File: config.mk
export PLATFORM = sky130hd
export DESIGN_NAME = key_event_decoder
export DESIGN_NICKNAME = d
export VERILOG_FILES = /design/src/rtl/key_event_decoder.sv
export SDC_FILE = /design/constraint.sdc
export NUM_CORES = 1
export LEC_CHECK = 0
export ABC_AREA = 1
export ABC_CLOCK_PERIOD_IN_PS = 3900
export CAP_MARGIN = 20
export CELL_PAD_IN_SITES_DETAIL_PLACEMENT = 1
export CELL_PAD_IN_SITES_GLOBAL_PLACEMENT = 2
export CORE_ASPECT_RATIO = 0.5
export CORE_UTILIZATION = 37
export CTS_CLUSTER_DIAMETER = 60
export CTS_CLUSTER_SIZE = 8
export DETAILED_ROUTE_END_ITERATION = 6
export PLACE_DENSITY_LB_ADDON = 0.1
export SLEW_MARGIN = 40
export SYNTH_ARGS = -nofsm -noshare
export SYNTH_HDL_FRONTEND = slang
export SYNTH_SLANG_ARGS = --single-unit
File: constraint.sdc
create_clock -name clk -period 3.9 [get_ports clk]
set_clock_uncertainty 0.1 [all_clocks]
set_input_delay 0.78 -clock clk [delete_from_list [all_inputs] [get_ports clk]]
set_output_delay 0.78 -clock clk [all_outputs]
set_load 0.01 [all_outputs]
File: src/rtl/key_event_decoder.sv
// key_event_decoder
//   Turns one debounced key level into single-cycle event pulses:
//   press edge, short press, long press and (optionally) auto-repeat.
//   Optional feature macro: KEY_REPEAT_EN
//     defined   - periodic repeat_pulse while the key stays held after long_pulse
//     undefined - repeat_pulse is constant 0 and HELD only waits for release
//   All pulses are registered and exactly one clk wide. A shared hold counter
//   is cleared on every state change, so it never wraps.

module key_event_decoder #(
  parameter logic        PRESS_LEVEL = 1'b1,
  parameter int unsigned LONG_CNT    = 32'd50_000_000,
  parameter int unsigned REPEAT_CNT  = 32'd10_000_000,
  parameter int unsigned CNT_W       = 32'd32
) (
  input  logic clk,
  input  logic reset,
  input  logic key_in,
  output logic key_down,
  output logic press_pulse,
  output logic short_pulse,
  output logic long_pulse,
  output logic repeat_pulse
);

  typedef enum logic [1:0] {
    IDLE    = 2'b00,
    PRESSED = 2'b01,
    HELD    = 2'b10
  } state_t;

  // Last count value before the long / repeat event fires.
  localparam logic [CNT_W-1:0] LONG_LAST   = CNT_W'(LONG_CNT - 32'd1);
  localparam logic [CNT_W-1:0] REPEAT_LAST = CNT_W'(REPEAT_CNT - 32'd1);
  localparam logic [CNT_W-1:0] CNT_ONE     = CNT_W'(32'd1);
  localparam logic [CNT_W-1:0] CNT_ZERO    = CNT_W'(32'd0);

  state_t           state;
  state_t           state_next;
  logic [CNT_W-1:0] hold_cnt;
  logic [CNT_W-1:0] cnt_next;
  logic             key_d;
  logic             act;
  logic             cnt_at_limit;
  logic             press_next;
  logic             short_next;
  logic             long_next;
  logic             repeat_next;

  assign act = (key_in == PRESS_LEVEL);

  // One comparator serves both phases: LONG limit while PRESSED, REPEAT limit while HELD.
  assign cnt_at_limit = (hold_cnt == ((state == HELD) ? REPEAT_LAST : LONG_LAST));

  // key_d is a flop; the compare against a constant reduces to a buffer or inverter.
  assign key_down = (key_d == PRESS_LEVEL);

  // Next-state, next-count and next-pulse decode; release always wins over a coincident limit.
  always_comb begin
    state_next  = state;
    cnt_next    = hold_cnt;
    press_next  = 1'b0;
    short_next  = 1'b0;
    long_next   = 1'b0;
    repeat_next = 1'b0;
    case (state)
      IDLE: begin
        cnt_next = CNT_ZERO;
        if (act) begin
          state_next = PRESSED;
          press_next = 1'b1;
        end else begin
          state_next = IDLE;
        end
      end
      PRESSED: begin
        if (!act) begin
          state_next = IDLE;
          cnt_next   = CNT_ZERO;
          short_next = 1'b1;
        end else if (cnt_at_limit) begin
          state_next = HELD;
          cnt_next   = CNT_ZERO;
          long_next  = 1'b1;
        end else begin
          cnt_next = hold_cnt + CNT_ONE;
        end
      end
      HELD: begin
        if (!act) begin
          // A long press ends silently: no short_pulse after long_pulse.
          state_next = IDLE;
          cnt_next   = CNT_ZERO;
        end else begin
`ifdef KEY_REPEAT_EN
          if (cnt_at_limit) begin
            cnt_next    = CNT_ZERO;
            repeat_next = 1'b1;
          end else begin
            cnt_next = hold_cnt + CNT_ONE;
          end
`else
          cnt_next = CNT_ZERO;
`endif
        end
      end
      default: begin
        state_next = IDLE;
        cnt_next   = CNT_ZERO;
      end
    endcase
  end

  // State, counter, key copy and registered pulse outputs.
  always_ff @(posedge clk or negedge reset) begin
    if (!reset) begin
      state        <= IDLE;
      hold_cnt     <= CNT_ZERO;
      key_d        <= ~PRESS_LEVEL;
      press_pulse  <= 1'b0;
      short_pulse  <= 1'b0;
      long_pulse   <= 1'b0;
      repeat_pulse <= 1'b0;
    end else begin
      state        <= state_next;
      hold_cnt     <= cnt_next;
      key_d        <= key_in;
      press_pulse  <= press_next;
      short_pulse  <= short_next;
      long_pulse   <= long_next;
      repeat_pulse <= repeat_next;
    end
  end

endmodule

==> PnR_summary.wiki <==
{| class="wikitable"
! Metric !! Value
|-
| Outcome || finished, final reports clean
|-
| Quantity of gates resized following cts || 0
|-
| Synthesized cell area || 2230 sq um
|-
| Via Count || 1962
|-
| Number of nets in the final layout || 337
|-
| Antenna Cells || 0
|-
| Number of inserted filler cells in the final layout || 727
|-
| Worst ir drop on vdd || 0.243 mV
|-
| Post-synthesis cell type with the largest combined area || sky130_fd_sc_hd__dfrtp_1
|-
| Part of the Yosys area used for sequential elements || 42.6%
|-
| Final clock period utilization by the worst path || 53.8%
|-
| Pin count of the biggest net entering global routing || 39
|-
| Crit-path leading delay family || buffers and inverters
|-
| Top cell type's share of synthesized area || 42.6%
|-
| Pwr Density || 364 nW/um^2
|-
| Syn avg cell area || 6.91 sq um
|-
| Hold Vio Cnt, Final || 0
|-
| CTS Buffer Depth || 2
|-
| Worst-case hold slack || 0.361 ns
|-
| Startpoint-to-endpoint class of the critical path || primary input to register
|-
| R2r startpoint || hold_cnt[0]
|-
| Grt ovf || 0
|-
| Number of placement rows || 19
|-
| Data arrival, critical path || 2.20 ns
|-
| Final count of negative-setup-slack endpoints || 0
|-
| Total nets after synthesis || 327
|-
| TritonCTS clock tree || yes
|-
| Clock slew seen by the registers of the worst setup and hold paths || 0.06 ns
|-
| Yosys synthesis warning count || 0
|-
| Tot GR Track Use || 22.9%
|-
| Core area || 5630 sq um
|-
| Endpoint type of the worst setup path || register
|-
| Leakage power summed over all cells || 1.05 nW
|-
| Number of antenna violations at the first check in global routing || 0
|-
| Number of CTS-inserted buffers || 5
|-
| Ratio of cells with drive above 1 in the final layout || 6.61%
|-
| Worst max-slew margin expressed relative to the limit || 66.5%
|-
| Hold buffer count at CTS || 0
|-
| Max-capacitance violation count || 0
|-
| Achievable frequency || 477 MHz
|-
| Worst Setup Slack post-DPL || 1.52 ns
|-
| Critical path startpoint category || primary input
|-
| Cell chosen for the clock root || sky130_fd_sc_hd__clkbuf_16
|-
| Synth unique cells || 20
|-
| Clock insertion delay at the later pin of the skew report || 0.28 ns
|-
| Number of nets with antenna violations after routing || 0
|-
| # H-tree levels || 2
|-
| DRC violation count after routing || 0
|-
| Area post-placement || 2350 sq um
|-
| Largest stage delay on the critical path || 0.63 ns
|-
| Post-layout instance count excluding filler cells || 406
|-
| Setup Buffers After CTS || 0
|-
| Worst-margin pin slew || 0.502 ns
|-
| Post-Place Cells || 399
|-
| Vias in the first global route || 2029
|-
| Area added between synthesis and finish || 12.9%
|-
| Number of cells produced by synthesis || 323
|-
| Global-route wire length before repair || 10600 um
|-
| Ports placed on the boundary || 8
|-
| CP Buf/Inv Count || 2
|-
| Post-detailed-placement half-perimeter wirelength || 4970 um
|-
| Critical path data required time || 4.01 ns
|-
| Crit path setup slack, layout || 1.80 ns
|-
| Chip Width || 112 um
|-
| Average via count per standard cell || 4.83
|-
| Die area || 6360 sq um
|-
| Routed Wire Length || 6280 um
|-
| Slowest-stage cell, CP || sky130_fd_sc_hd__clkdlybuf4s50_1
|-
| Most numerous cell on the critical path || sky130_fd_sc_hd__nor2_1
|-
| Effective utilization at floorplan || 39.6%
|-
| Clock period minus final worst setup slack || 2.10 ns
|-
| Clk sink count || 38
|-
| Setup slack on the worst flop-to-flop path || 2.12 ns
|-
| Routed length per instance || 15.5 um
|-
| Unrepaired setup endpoints after global routing || false
|-
| PortBufs || 6
|-
| First drt pass iteration count || 4
|-
| DRC marker count from the first detailed-route iteration || 82
|-
| Flip-flop and latch count after synthesis || 38
|-
| Cell-by-cell trace of the critical path || clkdlybuf4s50_1 -> inv_1 -> nor2_1 -> nand2_4 -> nor2_1
|-
| Post-route cell area || 2520 sq um
|-
| Number of pins exceeding their max-slew limit in the final report || 0
|-
| Routability congestion estimate from global placement || 0.839
|-
| Cells taking the most area after synthesis || sky130_fd_sc_hd__dfrtp_1 (43%), sky130_fd_sc_hd__nand2_1 (18%), sky130_fd_sc_hd__nor2_1 (14%)
|-
| Die height || 56.9 um
|-
| Destination of the worst register-to-register timing path || hold_cnt[22]
|-
| Path depth of the worst reg2reg path || 9
|-
| Post-route setup TNS || 0 ns
|-
| Hold/Removal Path Class || primary input to async pin
|-
| Largest fanout of any net on the critical path || 28
|}
-- layout make-up --
| type | instances | area, sq um | share of cell area (%) |
|---|---|---|---|
| Sequential cell | 38 | 951 | 37.8 |
| Timing Repair Buffer | 6 | 57.6 | 2.29 |
| Multi-Input combinational cell | 250 | 1130 | 44.9 |
| Inverter | 32 | 120 | 4.77 |
| Clock inverter | 1 | 30.0 | 1.19 |
| Tap cell | 73 | 91.3 | 3.63 |
| Clock buffer | 6 | 139 | 5.51 |
-- per-stage QoR --
stage / utilization [%] / power (mW)
floorplan: - / 0.433
finish: 44.7 / 0.916
CTS: 44.7 / 0.931
global route: 44.7 / 0.954
global placement: 41.7 / 0.451
detailed placement: 41.7 / 0.452
-- where the power goes --
group / total [mW] / internal (mW) / switching, mW / leakage (nW)
logic: 0.0394 / 0.0103 / 0.0292 / 0.439
registers: 0.404 / 0.400 / 0.00357 / 0.524
clock network: 0.472 / 0.315 / 0.157 / 0.0829
-- cell usage in the layout (no fill, tap or decap) --
cell type / Yosys / routed
sky130_fd_sc_hd__and3_1: 1 / 1
sky130_fd_sc_hd__buf_4: 1 / 1
sky130_fd_sc_hd__bufinv_16: 0 / 1
sky130_fd_sc_hd__clkbuf_16: 0 / 5
sky130_fd_sc_hd__clkbuf_8: 0 / 1
sky130_fd_sc_hd__clkdlybuf4s50_1: 0 / 5
sky130_fd_sc_hd__conb_1: 1 / 1
sky130_fd_sc_hd__dfrtp_1: 38 / 38
sky130_fd_sc_hd__ha_1: 1 / 1
sky130_fd_sc_hd__inv_1: 32 / 32
sky130_fd_sc_hd__nand2_1: 105 / 105
sky130_fd_sc_hd__nand2_4: 1 / 1
sky130_fd_sc_hd__nand3_1: 20 / 20
sky130_fd_sc_hd__nand3_2: 3 / 3
sky130_fd_sc_hd__nand4_1: 2 / 2
sky130_fd_sc_hd__nor2_1: 85 / 85
sky130_fd_sc_hd__nor2_2: 7 / 7
sky130_fd_sc_hd__nor2_4: 3 / 3
sky130_fd_sc_hd__nor3_1: 4 / 4
sky130_fd_sc_hd__nor4_1: 1 / 1
sky130_fd_sc_hd__o21ai_0: 1 / 1
sky130_fd_sc_hd__xnor2_1: 9 / 9
sky130_fd_sc_hd__xor2_1: 6 / 6
-- worst max path at each step --
stage | cells after the start | start | end | slack [ns]
final | 5 | key_in | hold_cnt[21] | 1.80
after global routing | 5 | key_in | hold_cnt[21] | 1.65
after CTS | 5 | key_in | hold_cnt[21] | 1.79
after detailed placement | 5 | key_in | hold_cnt[3] | 1.52
after global placement | 5 | key_in | hold_cnt[23] | 1.57
after floorplan | 5 | key_in | hold_cnt[21] | 2.39
-- sequential cells by signal, summed over array words and instances (netlist names) --
register	flops
press_pulse	1
key_down	1
short_pulse	1
state	2
hold_cnt	32
long_pulse	1
-- cells in the mapped netlist, drive strengths merged --
master	count
nor2	95
dfrtp	38
nand4	2
o21ai	1
nor3	4
nand2	106
inv	32
conb	1
and3	1
buf	3
xnor2	9
ha	1
xor2	6
nand3	23
nor4	1
-- cell families (layout without fill, tap and decap cells) --
kind of cell	Yosys count	in the layout	share of synthesized area, %
other cells	1	1	0.168
compound gates	1	1	0.224
simple gates	232	232	43.8
xor+xnor	15	15	5.89
flops	38	38	42.6
fa+ha+maj	1	1	0.561
buf+inv	35	45	6.73
-- layer usage --
layer	wire length, um	track usage [%]
met5	0	0
met4	59	5.98
met3	174	5.18
met2	2510	32.8
met1	3530	34.4
-- worst reg2reg max path, delay by kind of cell, from the launching register on --
family                     cells  cell delay [ns]
buffers and inverters          1             0.11
DFF                            1             0.41
adders and majority gates      1             0.26
and+or+nand+nor                7             0.83
(Power assumes the default switching activity.)
